File: config.mk
export PLATFORM = sky130hd
export DESIGN_NAME = xaui_gtx_reset_seq
export DESIGN_NICKNAME = d
export VERILOG_FILES = /design/src/rtl/xaui_gtx_reset_seq.sv
export SDC_FILE = /design/constraint.sdc
export NUM_CORES = 1
export LEC_CHECK = 0
export BUFFER_PORTS_ARGS = -buffer_cell sky130_fd_sc_hd__buf_2
export CORE_UTILIZATION = 57
export DETAILED_ROUTE_END_ITERATION = 6
export PLACE_DENSITY = 0.78
export SYNTH_ARGS = -nofsm -noshare
export SYNTH_HDL_FRONTEND = slang
export SYNTH_SLANG_ARGS = --single-unit
File: constraint.sdc
create_clock -name gtx_refclk_bufr -period 2.9 [get_ports gtx_refclk_bufr]
set_input_delay 0.58 -clock gtx_refclk_bufr [delete_from_list [all_inputs] [get_ports gtx_refclk_bufr]]
set_output_delay 0.58 -clock gtx_refclk_bufr [all_outputs]
set_load 0.005 [all_outputs]
File: src/rtl/xaui_gtx_reset_seq.sv
// Reset/initialisation sequencer for one XAUI GTX group: PMA hold, lock wait, resetdone wait, user reset release.
// Optional lock-loss recovery out of READY is built when XAUI_RST_LOCKLOSS_EN is defined.
module xaui_gtx_reset_seq #(
  parameter int unsigned HOLD_CYCLES  = 16,
  parameter logic [19:0] LOCK_TIMEOUT = 20'd1000000,
  parameter logic [19:0] DONE_TIMEOUT = 20'd100000,
  parameter int unsigned USR_DELAY    = 8,
  parameter int unsigned LANES        = 4
) (
  input  logic             gtx_refclk_bufr,
  input  logic             mgt_reset,
  input  logic [LANES-1:0] pll_lock,
  input  logic [LANES-1:0] tx_resetdone,
  input  logic [LANES-1:0] rx_resetdone,
  output logic             pma_reset,
  output logic             usr_tx_rst,
  output logic             usr_rx_rst,
  output logic             ready,
  output logic [7:0]       retry_count,
  output logic [2:0]       seq_state
);

  localparam int unsigned TW = 20;
  localparam int unsigned RW = 8;
  localparam int unsigned SW = 3;

  typedef enum logic [2:0] {
    ST_HOLD      = 3'd0,
    ST_WAIT_LOCK = 3'd1,
    ST_WAIT_DONE = 3'd2,
    ST_RELEASE   = 3'd3,
    ST_READY     = 3'd4
  } state_e;

  logic [LANES-1:0] lock_meta_q, lock_s_q;
  logic [LANES-1:0] txd_meta_q, txd_s_q;
  logic [LANES-1:0] rxd_meta_q, rxd_s_q;

  state_e           state_q, state_d;
  logic [TW-1:0]    timer_q, timer_d;
  logic [RW-1:0]    retry_q, retry_d;
  logic             pma_q, pma_d;
  logic             usr_rst_q, usr_rst_d;
  logic             ready_q, ready_d;
  logic [SW-1:0]    seq_q, seq_d;
  logic             restart_c;
  logic             all_lock_c;
  logic             all_done_c;

`ifdef XAUI_RST_LOCKLOSS_EN
  logic [1:0]       filt_q, filt_d;
`endif

  // Two-flop synchronisers for the asynchronous GTX status inputs
  always_ff @(posedge gtx_refclk_bufr or posedge mgt_reset) begin
    if (mgt_reset) begin
      lock_meta_q <= '0;
      lock_s_q    <= '0;
      txd_meta_q  <= '0;
      txd_s_q     <= '0;
      rxd_meta_q  <= '0;
      rxd_s_q     <= '0;
    end else begin
      lock_meta_q <= pll_lock;
      lock_s_q    <= lock_meta_q;
      txd_meta_q  <= tx_resetdone;
      txd_s_q     <= txd_meta_q;
      rxd_meta_q  <= rx_resetdone;
      rxd_s_q     <= rxd_meta_q;
    end
  end

  assign all_lock_c = &lock_s_q;
  assign all_done_c = (&txd_s_q) & (&rxd_s_q);

  always_ff @(posedge gtx_refclk_bufr or posedge mgt_reset) begin
    if (mgt_reset) begin
      state_q   <= ST_HOLD;
      timer_q   <= '0;
      retry_q   <= '0;
      pma_q     <= 1'b1;
      usr_rst_q <= 1'b1;
      ready_q   <= 1'b0;
      seq_q     <= '0;
`ifdef XAUI_RST_LOCKLOSS_EN
      filt_q    <= '0;
`endif
    end else begin
      state_q   <= state_d;
      timer_q   <= timer_d;
      retry_q   <= retry_d;
      pma_q     <= pma_d;
      usr_rst_q <= usr_rst_d;
      ready_q   <= ready_d;
      seq_q     <= seq_d;
`ifdef XAUI_RST_LOCKLOSS_EN
      filt_q    <= filt_d;
`endif
    end
  end

  // Next state; every restart funnels through restart_c so coincident causes count once
  always_comb begin
    state_d   = state_q;
    restart_c = 1'b0;
`ifdef XAUI_RST_LOCKLOSS_EN
    filt_d    = '0;
`endif
    unique case (state_q)
      ST_HOLD: begin
        if (timer_q == TW'(HOLD_CYCLES - 1)) state_d = ST_WAIT_LOCK;
      end
      ST_WAIT_LOCK: begin
        if (all_lock_c) state_d = ST_WAIT_DONE;
        else if (timer_q == LOCK_TIMEOUT - 20'd1) restart_c = 1'b1;
      end
      ST_WAIT_DONE: begin
        if (!all_lock_c) restart_c = 1'b1;
        else if (all_done_c) state_d = ST_RELEASE;
        else if (timer_q == DONE_TIMEOUT - 20'd1) restart_c = 1'b1;
      end
      ST_RELEASE: begin
        if (!all_lock_c) restart_c = 1'b1;
        else if (timer_q == TW'(USR_DELAY - 1)) state_d = ST_READY;
      end
      ST_READY: begin
`ifdef XAUI_RST_LOCKLOSS_EN
        if (!all_lock_c) begin
          if (filt_q == 2'd3) restart_c = 1'b1;
          else filt_d = filt_q + 2'd1;
        end
`endif
      end
      default: state_d = ST_HOLD;
    endcase

    if (restart_c) state_d = ST_HOLD;

    timer_d = (state_d != state_q) ? '0 : timer_q + TW'(1);
    retry_d = (restart_c && (retry_q != 8'hFF)) ? retry_q + RW'(1) : retry_q;

    pma_d     = (state_q == ST_HOLD);
    usr_rst_d = (state_q != ST_READY);
    ready_d   = (state_q == ST_READY);
    seq_d     = SW'(state_q);
  end

  assign pma_reset   = pma_q;
  assign usr_tx_rst  = usr_rst_q;
  assign usr_rx_rst  = usr_rst_q;
  assign ready       = ready_q;
  assign retry_count = retry_q;
  assign seq_state   = seq_q;

endmodule
; Word-level counts from Yosys, hierarchy flattened
; Index checks and enable logic that the tools add are counted.
[totals]
elab_cells = 48
in_bits = 14
register_bits = 61
output_inout_bits = 15
[op_classes]
bitwise_logic = 1
n_eq_ne = 11
add_sub_neg = 2
n_mux = 16
n_reduce_logical = 5
[op_table]
columns = operator, count
row1 = two-way mux 3 bit, 7
row2 = adder 20 x 1 -> 20 bit (second input constant), 1
row3 = equality test 20 x 17 -> 1 bit (second input constant), 1
row4 = equality test 20 bit (second input constant), 1
row5 = equality test 20 x 3 -> 1 bit (second input constant), 1
row6 = equality test 20 x 4 -> 1 bit (second input constant), 1
row7 = two-way mux 20 bit, 1
row8 = case mux 3 bit (5 select lines), 1
row9 = AND reduction 4 bit, 3
row10 = adder 8 x 1 -> 8 bit (second input constant), 1
row11 = inequality test 8 bit (second input constant), 1
row12 = equality test 3 x 2 -> 1 bit (second input constant), 2
row13 = two-way mux 1 bit, 6
row14 = equality test 3 x 1 -> 1 bit (second input constant), 1
row15 = equality test 3 bit (second input constant), 1
row16 = zero test 3 bit, 1
row17 = inequality test 3 bit, 1
row18 = inequality test 3 bit (second input constant), 1
row19 = case mux 1 bit (3 select lines), 1
row20 = bitwise AND 1 bit, 1
row21 = logical AND 1 bit, 1

; Depth between registers and ports, before layout
; Gate-level depths: netlist of the first run.
[depth]
ltp_word = 8
mapped_depth = 8
mapped_depth_nobuf = 7

; Worst setup path before layout of the first run
; No wires, ideal clock.
[synth_path]
path_kind = flip-flop to flip-flop
startpoint = register timer_q[0]
endpoint = register timer_q[12]
path_slack_ns = 0.883
t_arrival_ns = 1.944
synth_period_minus_slack_ns = 2.017
required_ns = 2.827
path_buffers = 1
setup_time_ns = 0.073
path_stages_with_launch = 9
path_cell_list = dfrtp_1 > ha_1 > nand3_1 > nor2_1 > a41o_1 > or2_4 > or3_4 > buf_6 > a21oi_2
[synth_via]
elab_chain_len = 8
elab_cells_between_ends = 18
classes_between = add/sub: 1 / eq/ne: 5 / mux: 12
[synth_rtl]
columns = item, line_no
row1 = start: declaration, 40  ; logic [TW-1:0] timer_q, timer_d;
row2 = start signal: assignment, 90  ; timer_q <= timer_d;
row3 = equality test 20 x 17 -> 1 bit, 120  ; else if (timer_q == DONE_TIMEOUT - 20'd1) restart_c = 1'b1;
row4 = two-way mux 1 bit, 120
row5 = two-way mux 1 bit, 119  ; else if (all_done_c) state_d = ST_RELEASE;
row6 = two-way mux 1 bit, 118  ; if (!all_lock_c) restart_c = 1'b1;
row7 = case mux 1 bit (3 select lines), 109  ; unique case (state_q)
row8 = two-way mux 3 bit, 137  ; if (restart_c) state_d = ST_HOLD;
row9 = inequality test 3 bit, 139  ; timer_d = (state_d != state_q) ? '0 : timer_q + TW'(1);
row10 = two-way mux 20 bit (*), 139
row11 = named net timer_d[12], 40
; The timed path passes the listed nets; every way through them passes the cells marked *.
; A chain may end at the register's enable or synchronous reset.

; Worst setup path in the final report of the first run
[layout_path]
startpoint = register timer_q[0]
endpoint = register timer_q[0]
; The elaborated chain is that of the path after synthesis.

==> results of run 1 <==
## worst max-delay path by stage
stage,endpoint,start,slack [ps]
after floorplan,lock_meta_q[0]$_DFF_PP0_,mgt_reset,810
after global placement,timer_q[0]$_DFF_PP0_,timer_q[0]$_DFF_PP0_,390
after detailed placement,timer_q[6]$_DFF_PP0_,timer_q[0]$_DFF_PP0_,290
after CTS,timer_q[0]$_DFF_PP0_,timer_q[0]$_DFF_PP0_,280
after global routing,timer_q[11]$_DFF_PP0_,timer_q[0]$_DFF_PP0_,110
final,timer_q[0]$_DFF_PP0_,timer_q[0]$_DFF_PP0_,280
## final cells by class
type	instances	area, um^2
Sequential cell	61	1530
Fill cell	322	1410
Multi-Input combinational cell	140	977
Timing Repair Buffer	30	155
Clock buffer	11	141
Clock inverter	5	83.8
Tap cell	52	65.1
Inverter	7	26.3
## logic make-up after synthesis
group | share of synthesized area
AND/OR/NAND/NOR | 0.176
flip-flops | 0.585
adder cells (fa/ha/maj) | 0.00958
multiplexers | 0.00431
buffers and inverters | 0.0421
XOR/XNOR | 0.0872
AO/OA/AOI/OAI | 0.0953
## per-stage QoR
step / hold slack [ps] / util
floorplan: 331 / -
finish: 342 / 0.679
CTS: 331 / 0.679
global placement: 332 / 0.628
global route: 336 / 0.679
detailed placement: 335 / 0.628
## sequential cells by signal, summed over array words and instances (netlist names), 4 cells and up
signal / cells
retry_count: 8
timer_q: 20
rxd_s_q: 4
lock_meta_q: 4
lock_s_q: 4
txd_meta_q: 4
txd_s_q: 4
rxd_meta_q: 4
## worst register-to-register path: stages, from the launching register on
cell      delay [ps]
dfrtp_1          380
ha_1             200
nor4bb_1         390
nand4_1          230
o211a_1          310
o21ai_2          540
buf_4            350
a21oi_2           80
## layout by cell type (no fill, tap or decap), drive strengths merged, types with 2 or more instances in the layout
master and instances:
dfrtp 59, buf 30, a21oi 21, nor2 15
nand2 14, xor2 14, nand3 13, xnor2 12
clkbuf 11, nor3 10, inv 7, nor4 6
nand4 6, and3 3, and2 3, o211ai 2
or4 2, ha 2, bufinv 2, clkinvlp 2
dfstp 2
## power groups by stage
stage	clock network [mW]	logic [mW]	registers (mW)
after floorplan	0	0.345	1.00
after global placement	0	0.371	1.02
after detailed placement	0	0.374	1.02
after CTS	0.852	0.377	1.01
after global routing	0.882	0.414	1.02
final	0.838	0.373	1.01
## layer usage
| metal | vias up | routed length [um] | part of all wire |
|---|---|---|---|
| li1 | 815 | - | - |
| met4 | 0 | 118 | 0.026 |
| met3 | 12 | 204 | 0.045 |
| met2 | 55 | 2160 | 0.48 |
| met1 | 847 | 2040 | 0.45 |
| met5 | - | 0 | 0 |
==> flow_summary.yaml, run 1 <==
critical_path:
  critical_path_cell_count: 7
  crit_chain: "ha_1 -> nor4bb_1 -> nand4_1 -> o211a_1 -> o21ai_2 -> buf_4 -> a21oi_2"
  start_kind: "flip-flop"
  worstReg2RegStart: "timer_q[0]$_DFF_PP0_"
  arrival_ps: 2840
  r2r-end: "timer_q[0]$_DFF_PP0_"
  slowest_stage: "o21ai_2"
  critPathKind: "reg -> reg"
  required_ps: 3110
  cp_max_fo: 11
  r2r_slack_ps: 280
  cpPeakStageDelay_ps: 540
  crit_buf_inv: 1
  reg2reg_depth: 7
  cp_top_family: "compound AO/OA/AOI/OAI gates"
  end_kind: "flip-flop"
synthesis:
  ys_ff_latch: 61
  synth_common_cells: "dfrtp_1 (59), a21oi_2 (19), nor2_1 (15)"
  syn-num-nets: 232
  synthCells: 216
  synth_largest_area_cell: "dfrtp_1"
  post-synth-top-count-cell: "dfrtp_1"
  synth_edf_count: 0
  synth_area_leaders: "dfrtp_1 (57%), a21oi_2 (6.4%), xor2_1 (4.7%)"
  synth_ff_type: "dfrtp_1"
  synth_cell_types: 44
  seq_area_frac_synth: 0.585
  netlist_area_mm2: 0.00261
  synth_top_area_frac: 0.565
  ys_warn_count: 0
  synthArstFlopShare: 1.00
  avgSynthCellArea_um2: 12.1
placed_design:
  io_buffers: 28
  post_dp_cell_area_mm2: 0.00275
  dpl.hpwl_um: 2880
  pre_cts_ws_ps: 290
  placedCellCount: 290
  routabilityCongestion: 0.819
detailed_routing:
  via_per_inst: 5.65
  vias: 1729
  drtPass1Iterations: 4
  drc: 0
  routedWlPerCell_um: 14.8
  drt_iter0_drc: 121
  antenna_left: 0
  wl_um: 4520
sta:
  fmax_mhz: 381
  rsz0062_at_grt: "no"
  fin_worst_skew_ps: 10.5
  tns_ps: 0
  tightest_slew_ps: 738
  final.min_clock_period_ps: 2620
  final_hold_viol_count: 0
  worst_slack_ps: 278
  slew_viol_final: 0
  timing.slew.headroom: 0.508
  final.period_utilization: 0.904
  setup_viol_count_final: 0
flow_run:
  cap_violations: 0
power_and_ir_drop:
  vdd_ir_drop_max_mv: 0.478
  power_mw: 2.22
  swShare: 0.289
  clkPwrFrac: 0.378
  internal_power_mw: 1.58
  p_leak_nw: 1.32
  p_comb_frac: 0.168
  p_sw_uw: 641
  pwr-share-seq: 0.454
  cellPowerDensity_mw_per_mm2: 745
cells_and_area:
  finalNetCount: 265
  num_antenna_cells: 0
  final_area_mm2: 0.00298
  syn_to_final_growth_pct: 14.0
  drive_above_1_share: 0.311
  stdcell_count: 306
hold_path:
  holdPathEnd: "rxd_meta_q[0]$_DFF_PP0_"
  hp-start: "rx_resetdone[0]"
  min_delay_path_depth: 1
  hp-class: "in -> reg"
die:
  core_mm2: 0.00438
  die-width_um: 69.7
  ioPinCount: 29
  die_h_um: 69.7
  rows: 24
  dieArea_mm2: 0.00486
  initial_core_util: 0.596
clock_network:
  cts_resized: 0
  hold_buffers: 0
  htree_levels: 3
  clkTransAtPathRegs_ps: 70
  cts_sinks: 61
  numCtsBuffers: 9
  cts-root-buf: "clkbuf_8"
  clk_latency_ps: 340
  postCtsSetupBuffers: 0
  cts_buffer_depth: 2
  cts_tree: "built"
grt:
  antenna_found_initial: 0
  grt_util_met3: 0.0436
  use_met1: 0.275
  grt_max_degree: 62
  grt-ovfl-total: 0
  grt_pass1_wl_um: 7940
  busiest_layer: "met2"
  globalRouteMet2Util: 0.341
  grtUsageTotal: 0.217
  grt_pass1_vias: 1752
run_status:
  status: "finished, final reports clean"
No activity file was read; power rests on OpenSTA's default activity.
==> inputs of run 2 (changes only) <==
Settings changed: CORE_UTILIZATION 57 to 30, PLACE_DENSITY 0.78 to not set.
Clock period 2.9 ns to 2.1 ns, I/O delays scaled along.
==> run 2 against run 1 <==
The run now ends with negative setup slack left. Count of clock-buffer cells in the layout up 1. Register-to-register slack got worse by 350 ps. Critical path depth rose by 2. Hold slack worse by 200 ps. Sequential power up 35%. Critical endpoint is now timer_q[11]$_DFF_PP0_.
==> flow_summary.yaml, run 2 (synthesis results as in run 1) <==
run_status:
  status: "finished with violations"
  violations: "negative setup slack"
grt:
  antenna_found_initial: 0
  busiest_layer: "met2"
  grtUsageTotal: 0.144
  use_met1: 0.185
  grt_pass1_wl_um: 9510
  globalRouteMet2Util: 0.211
  grt_util_met3: 0.0375
  grt-ovfl-total: 0
  grt_pass1_vias: 1930
  grt_max_degree: 62
sta:
  final.period_utilization: 1.04
  final_hold_viol_count: 0
  timing.slew.headroom: 0.704
  slew_viol_final: 0
  setup_viol_count_final: 20
  rsz0062_at_grt: "yes"
  final.min_clock_period_ps: 2170
  worst_slack_ps: -75.0
  tightest_slew_ps: 441
  fmax_mhz: 460
  fin_worst_skew_ps: 7.22
critical_path:
  end_kind: "flip-flop"
  start_kind: "flip-flop"
  cpPeakStageDelay_ps: 440
  worstReg2RegStart: "timer_q[1]$_DFF_PP0_"
  critPathKind: "reg -> reg"
  r2r-end: "timer_q[11]$_DFF_PP0_"
  cp_top_family: "simple AND/OR/NAND/NOR gates"
  r2r_slack_ps: -70
  slowest_stage: "or3_4"
  crit_buf_inv: 2
  cp_max_fo: 5
  crit_chain: "ha_2 -> buf_4 -> nand3_2 -> nor2_2 -> a41o_1 -> or2_4 -> buf_12 -> or3_4 -> a21oi_2"
  arrival_ps: 2440
  required_ps: 2360
  reg2reg_depth: 9
die:
  dieArea_mm2: 0.00909
  die_h_um: 95.3
  ioPinCount: 29
  rows: 33
  die-width_um: 95.3
  core_mm2: 0.00834
  initial_core_util: 0.313
detailed_routing:
  routedWlPerCell_um: 14.9
  drc: 0
  antenna_left: 0
  wl_um: 5900
  drt_iter0_drc: 197
  via_per_inst: 4.81
  drtPass1Iterations: 4
  vias: 1900
cells_and_area:
  num_antenna_cells: 0
  largest_reg_flops: 20
  final_area_mm2: 0.00353
  syn_to_final_growth_pct: 35.2
  regMostFlops: "timer_q"
  finalNetCount: 302
  layout_commonest_cell: "dfrtp_1"
  drive_above_1_share: 0.445
  layout_common_cells: "dfrtp_1 (58), buf_4 (29), buf_2 (28)"
  fill_cells: 784
  post-route-util: 0.424
placed_design:
  io_buffers: 28
  post_dp_cell_area_mm2: 0.00304
  dpl.hpwl_um: 3490
  routabilityCongestion: 0.903
clock_network:
  cts-root-buf: "clkbuf_8"
  clk_latency_ps: 330
  htree_levels: 3
  cts_sinks: 61
  clkTransAtPathRegs_ps: 60
  cts_buffer_depth: 2
  numCtsBuffers: 9
  cts_tree: "built"
  hold_buffers: 0
flow_run:
  cap_violations: 0
power_and_ir_drop:
  power_mw: 3.59
  p_leak_nw: 1.56
  cellPowerDensity_mw_per_mm2: 1020
  vdd_ir_drop_max_mv: 0.494
hold_path:
  hp-class: "in -> async"
-- run 2: routing by layer --
| metal | vias to the layer above | wire length [um] |
|---|---|---|
| met1 | 943 | 2660 |
| met3 | 7 | 286 |
| met5 | - | 0 |
| li1 | 896 | - |
| met2 | 54 | 2860 |
| met4 | 0 | 81 |
-- run 2: worst max path at each step --
stage / startpoint / slack [ps] / cells after the start / to
2_1_floorplan: timer_q[0]$_DFF_PP0_ / 80 / 8 / timer_q[12]$_DFF_PP0_
3_5_place_dp: timer_q[6]$_DFF_PP0_ / -90 / 6 / timer_q[8]$_DFF_PP0_
5_1_grt: timer_q[0]$_DFF_PP0_ / -170 / 10 / timer_q[12]$_DFF_PP0_
6_report: timer_q[1]$_DFF_PP0_ / -70 / 9 / timer_q[11]$_DFF_PP0_
3_3_place_gp: timer_q[6]$_DFF_PP0_ / -50 / 6 / timer_q[2]$_DFF_PP0_
4_1_cts: timer_q[6]$_DFF_PP0_ / -20 / 7 / timer_q[8]$_DFF_PP0_
-- run 2: through the flow --
| stage | setup slack, ps | setup TNS [ps] | hold slack (ps) | instances |
|---|---|---|---|---|
| 2_1_floorplan | 83.3 | 0 | 331 | 216 |
| 3_3_place_gp | -46.4 | -892 | 335 | 369 |
| 3_5_place_dp | -94.5 | -1760 | 335 | 369 |
| 4_1_cts | -21.2 | -176 | 143 | 390 |
| 5_1_grt | -172 | -3260 | 162 | 395 |
| 6_report | -75.0 | -613 | 147 | 395 |
-- run 2: worst reg2reg max path, delay by kind of cell (launching register included) --
kind                     cells  cell delay, ps
buffers and inverters        2             280
AO/OA/AOI/OAI                2             370
adder cells (fa/ha/maj)      1             200
flip-flops                   1             380
AND/OR/NAND/NOR              4             870
-- run 2: what timing repair did --
action / in CTS / in global routing
gates resized for setup: 8 / 20
pin swaps: 9 / 32
buffers inserted: 3 / 2
gates cloned: 3 / 3
endpoints found under the setup margin: 21 / 28
-- run 2: power breakdown --
group | switching [mW] | internal (mW) | leakage, nW
clock network | 0.433 | 0.729 | 0.113
logic | 0.527 | 0.537 | 0.668
registers | 0.0754 | 1.29 | 0.780
-- run 2: layout make-up --
type | count | area (um^2) | share of cell area
Clock buffer | 12 | 155 | 0.0439
Clock inverter | 3 | 68.8 | 0.0195
Inverter | 7 | 26.3 | 0.00744
Multi-Input combinational cell | 143 | 1130 | 0.320
Sequential cell | 61 | 1530 | 0.433
Tap cell | 105 | 131 | 0.0372
Timing Repair Buffer | 64 | 490 | 0.139
==> inputs of run 3 (changes only) <==
--- a/config.mk
+++ b/config.mk
@@ -7,6 +7,10 @@
 export LEC_CHECK = 0
 export BUFFER_PORTS_ARGS = -buffer_cell sky130_fd_sc_hd__buf_2
+export CAP_MARGIN = 15
+export CELL_PAD_IN_SITES_DETAIL_PLACEMENT = 1
+export CELL_PAD_IN_SITES_GLOBAL_PLACEMENT = 2
 export CORE_UTILIZATION = 30
 export DETAILED_ROUTE_END_ITERATION = 6
+export PLACE_DENSITY_LB_ADDON = 0.1
 export SYNTH_ARGS = -nofsm -noshare
 export SYNTH_HDL_FRONTEND = slang
==> constraint.sdc (replaced) <==
create_clock -name gtx_refclk_bufr -period 2.1 [get_ports gtx_refclk_bufr]
set_input_delay 0.42 -clock gtx_refclk_bufr [delete_from_list [all_inputs] [get_ports gtx_refclk_bufr]]
set_output_delay 0.42 -clock gtx_refclk_bufr [all_outputs]
set_load 0.02 [all_outputs]
==> run 3 against run 2 <==
The flow still finishes with violations (negative setup slack). Hold slack got worse by 7.0 ps. Sequential power about the same. Cell count grew 1.0%. Maximum frequency rose by 0.92%. Global-route usage grew 1.7 points. Via count down 0.47%. Sequential share of layout area decreased by 0.23 points. Count of clock-buffer cells in the layout decreased by 3. Clock skew fell by 2.2 ps. Die area stayed put. First-iteration DRC count decreased by 81%. Critical endpoint is now timer_q[5]$_DFF_PP0_. Highest routed layer unchanged.
==> flow_summary.yaml, run 3 (synthesis results as in run 1) <==
placed_design:
  post_dp_cell_area_mm2: 0.00308
  io_buffers: 28
  routabilityCongestion: 0.721
  pre_cts_ws_ps: -188
  placedCellCount: 375
  dpl.hpwl_um: 4180
grt:
  grtUsageTotal: 0.161
  globalRouteMet2Util: 0.249
  grt-ovfl-total: 0
  grt_pass1_wl_um: 10600
  grt_max_degree: 62
  grt_pass1_vias: 2032
  grt_util_met3: 0.0423
  use_met1: 0.213
  busiest_layer: "met2"
  antenna_found_initial: 0
critical_path:
  crit_buf_inv: 2
  start_kind: "flip-flop"
  required_ps: 2370
  cp_top_family: "simple AND/OR/NAND/NOR gates"
  crit_chain: "ha_2 -> nor4bb_4 -> buf_4 -> buf_6 -> and4bb_4 -> or2_4 -> or3_4 -> a21oi_4"
  critPathKind: "reg -> reg"
  arrival_ps: 2420
  cpPeakStageDelay_ps: 460
  end_kind: "flip-flop"
  slowest_stage: "or3_4"
  cp_max_fo: 6
cells_and_area:
  post-route-util: 0.426
  final_area_mm2: 0.00355
  drive_above_1_share: 0.449
  fill_cells: 918
  multi_input_area_mm2: 0.00113
  regMostFlops: "timer_q"
  layout_common_cells: "dfrtp_1 (59), buf_4 (33), buf_2 (28)"
  num_antenna_cells: 0
  largest_reg_flops: 20
  layout_commonest_cell: "dfrtp_1"
  finalNetCount: 305
  seqCellArea_mm2: 0.00153
  stdcell_count: 399
  syn_to_final_growth_pct: 35.9
detailed_routing:
  via_per_inst: 4.74
  drc: 0
  routedWlPerCell_um: 16.6
  drt_iter0_drc: 38
  antenna_left: 0
  vias: 1891
  wl_um: 6640
  drtPass1Iterations: 4
clock_network:
  cts-root-buf: "clkbuf_8"
  cts_sinks: 61
  htree_levels: 3
  cts_tree: "built"
  cts_buffer_depth: 2
  numCtsBuffers: 9
  clk_latency_ps: 340
  clkTransAtPathRegs_ps: 70
sta:
  final.min_clock_period_ps: 2160
  tightest_slew_ps: 364
  worst_slack_ps: -55.2
  fin_worst_skew_ps: 5.00
  final_hold_viol_count: 0
  rsz0062_at_grt: "yes"
  final.period_utilization: 1.03
  setup_viol_count_final: 22
  slew_viol_final: 0
  fmax_mhz: 464
  timing.slew.headroom: 0.758
die:
  die-width_um: 95.3
  rows: 33
  initial_core_util: 0.313
  die_h_um: 95.3
  core_mm2: 0.00834
  dieArea_mm2: 0.00909
  ioPinCount: 29
flow_run:
  cap_violations: 0
run_status:
  violations: "negative setup slack"
  status: "finished with violations"
hold_path:
  hp-class: "in -> async"
power_and_ir_drop:
  p_leak_nw: 1.58
  vdd_ir_drop_max_mv: 0.479
  cellPowerDensity_mw_per_mm2: 1030
[run 3: cell types whose count changed in the layout (fill, tap and decap cells not counted), sizes merged]
cell / previous run / this run
buf: 62 / 65
clkbuf: 14 / 11
inv: 7 / 11
[run 3: layout make-up]
class,count,share of cell area
sequential,61,0.431
multi-input combinational,143,0.320
timing repair buffer,67,0.141
tap,105,0.0370
clock buffer,9,0.0349
clock inverter,7,0.0293
inverter,7,0.00740
[run 3: where the power goes]
part / switching [mW] / total [mW] / internal, mW
sequential: 0.0810 / 1.37 / 1.29
combinational: 0.571 / 1.09 / 0.515
clock: 0.503 / 1.19 / 0.686
total: 1.16 / 3.64 / 2.49
[run 3: tightest hold or removal path, delay by kind of cell]
kind	cells	cell delay [ps]
buffers and inverters	3	450
[run 3: final timing paths]
check	cells past startpoint	endpoint	from	slack [ps]
setup / recovery	8	timer_q[5]$_DFF_PP0_	timer_q[1]$_DFF_PP0_	-60
hold / removal	3	txd_meta_q[2]$_DFF_PP0_	mgt_reset	140
setup reg to reg	8	timer_q[5]$_DFF_PP0_	timer_q[1]$_DFF_PP0_	-60
hold reg to reg	0	rxd_s_q[2]$_DFF_PP0_	rxd_meta_q[2]$_DFF_PP0_	350
max in group asynchronous	3	pma_reset$_DFF_PP1_	mgt_reset	1670
min in group gtx_refclk_bufr	1	lock_meta_q[0]$_DFF_PP0_	pll_lock[0]	180
[run 3: layer usage]
| layer | up-vias | share of wire | wire [um] |
|---|---|---|---|
| met5 | - | 0 | 0 |
| met4 | 0 | 0.013 | 87 |
| met3 | 6 | 0.032 | 210 |
| met2 | 34 | 0.49 | 3220 |
| met1 | 951 | 0.47 | 3120 |
| li1 | 900 | - | - |
[run 3: per-stage QoR]
stage / power [mW] / setup TNS (ps) / hold WS (ps)
final: 3.64 / -845 / 140
after global routing: 3.83 / -3480 / 147
after CTS: 3.41 / -671 / 135
after detailed placement: 2.14 / -3290 / 336
after global placement: 2.14 / -3780 / 333
after floorplan: 1.90 / 0 / 331
[run 3: repair_timing]
| action | 4_1_cts | 5_1_grt |
|---|---|---|
| pin swaps | 4 | 35 |
| buffers inserted | 0 | 2 |
| gates resized for setup | 9 | 16 |
| cloned | 3 | 3 |
| endpoints found under the setup margin | 23 | 27 |
| hold buffers | 0 | 0 |
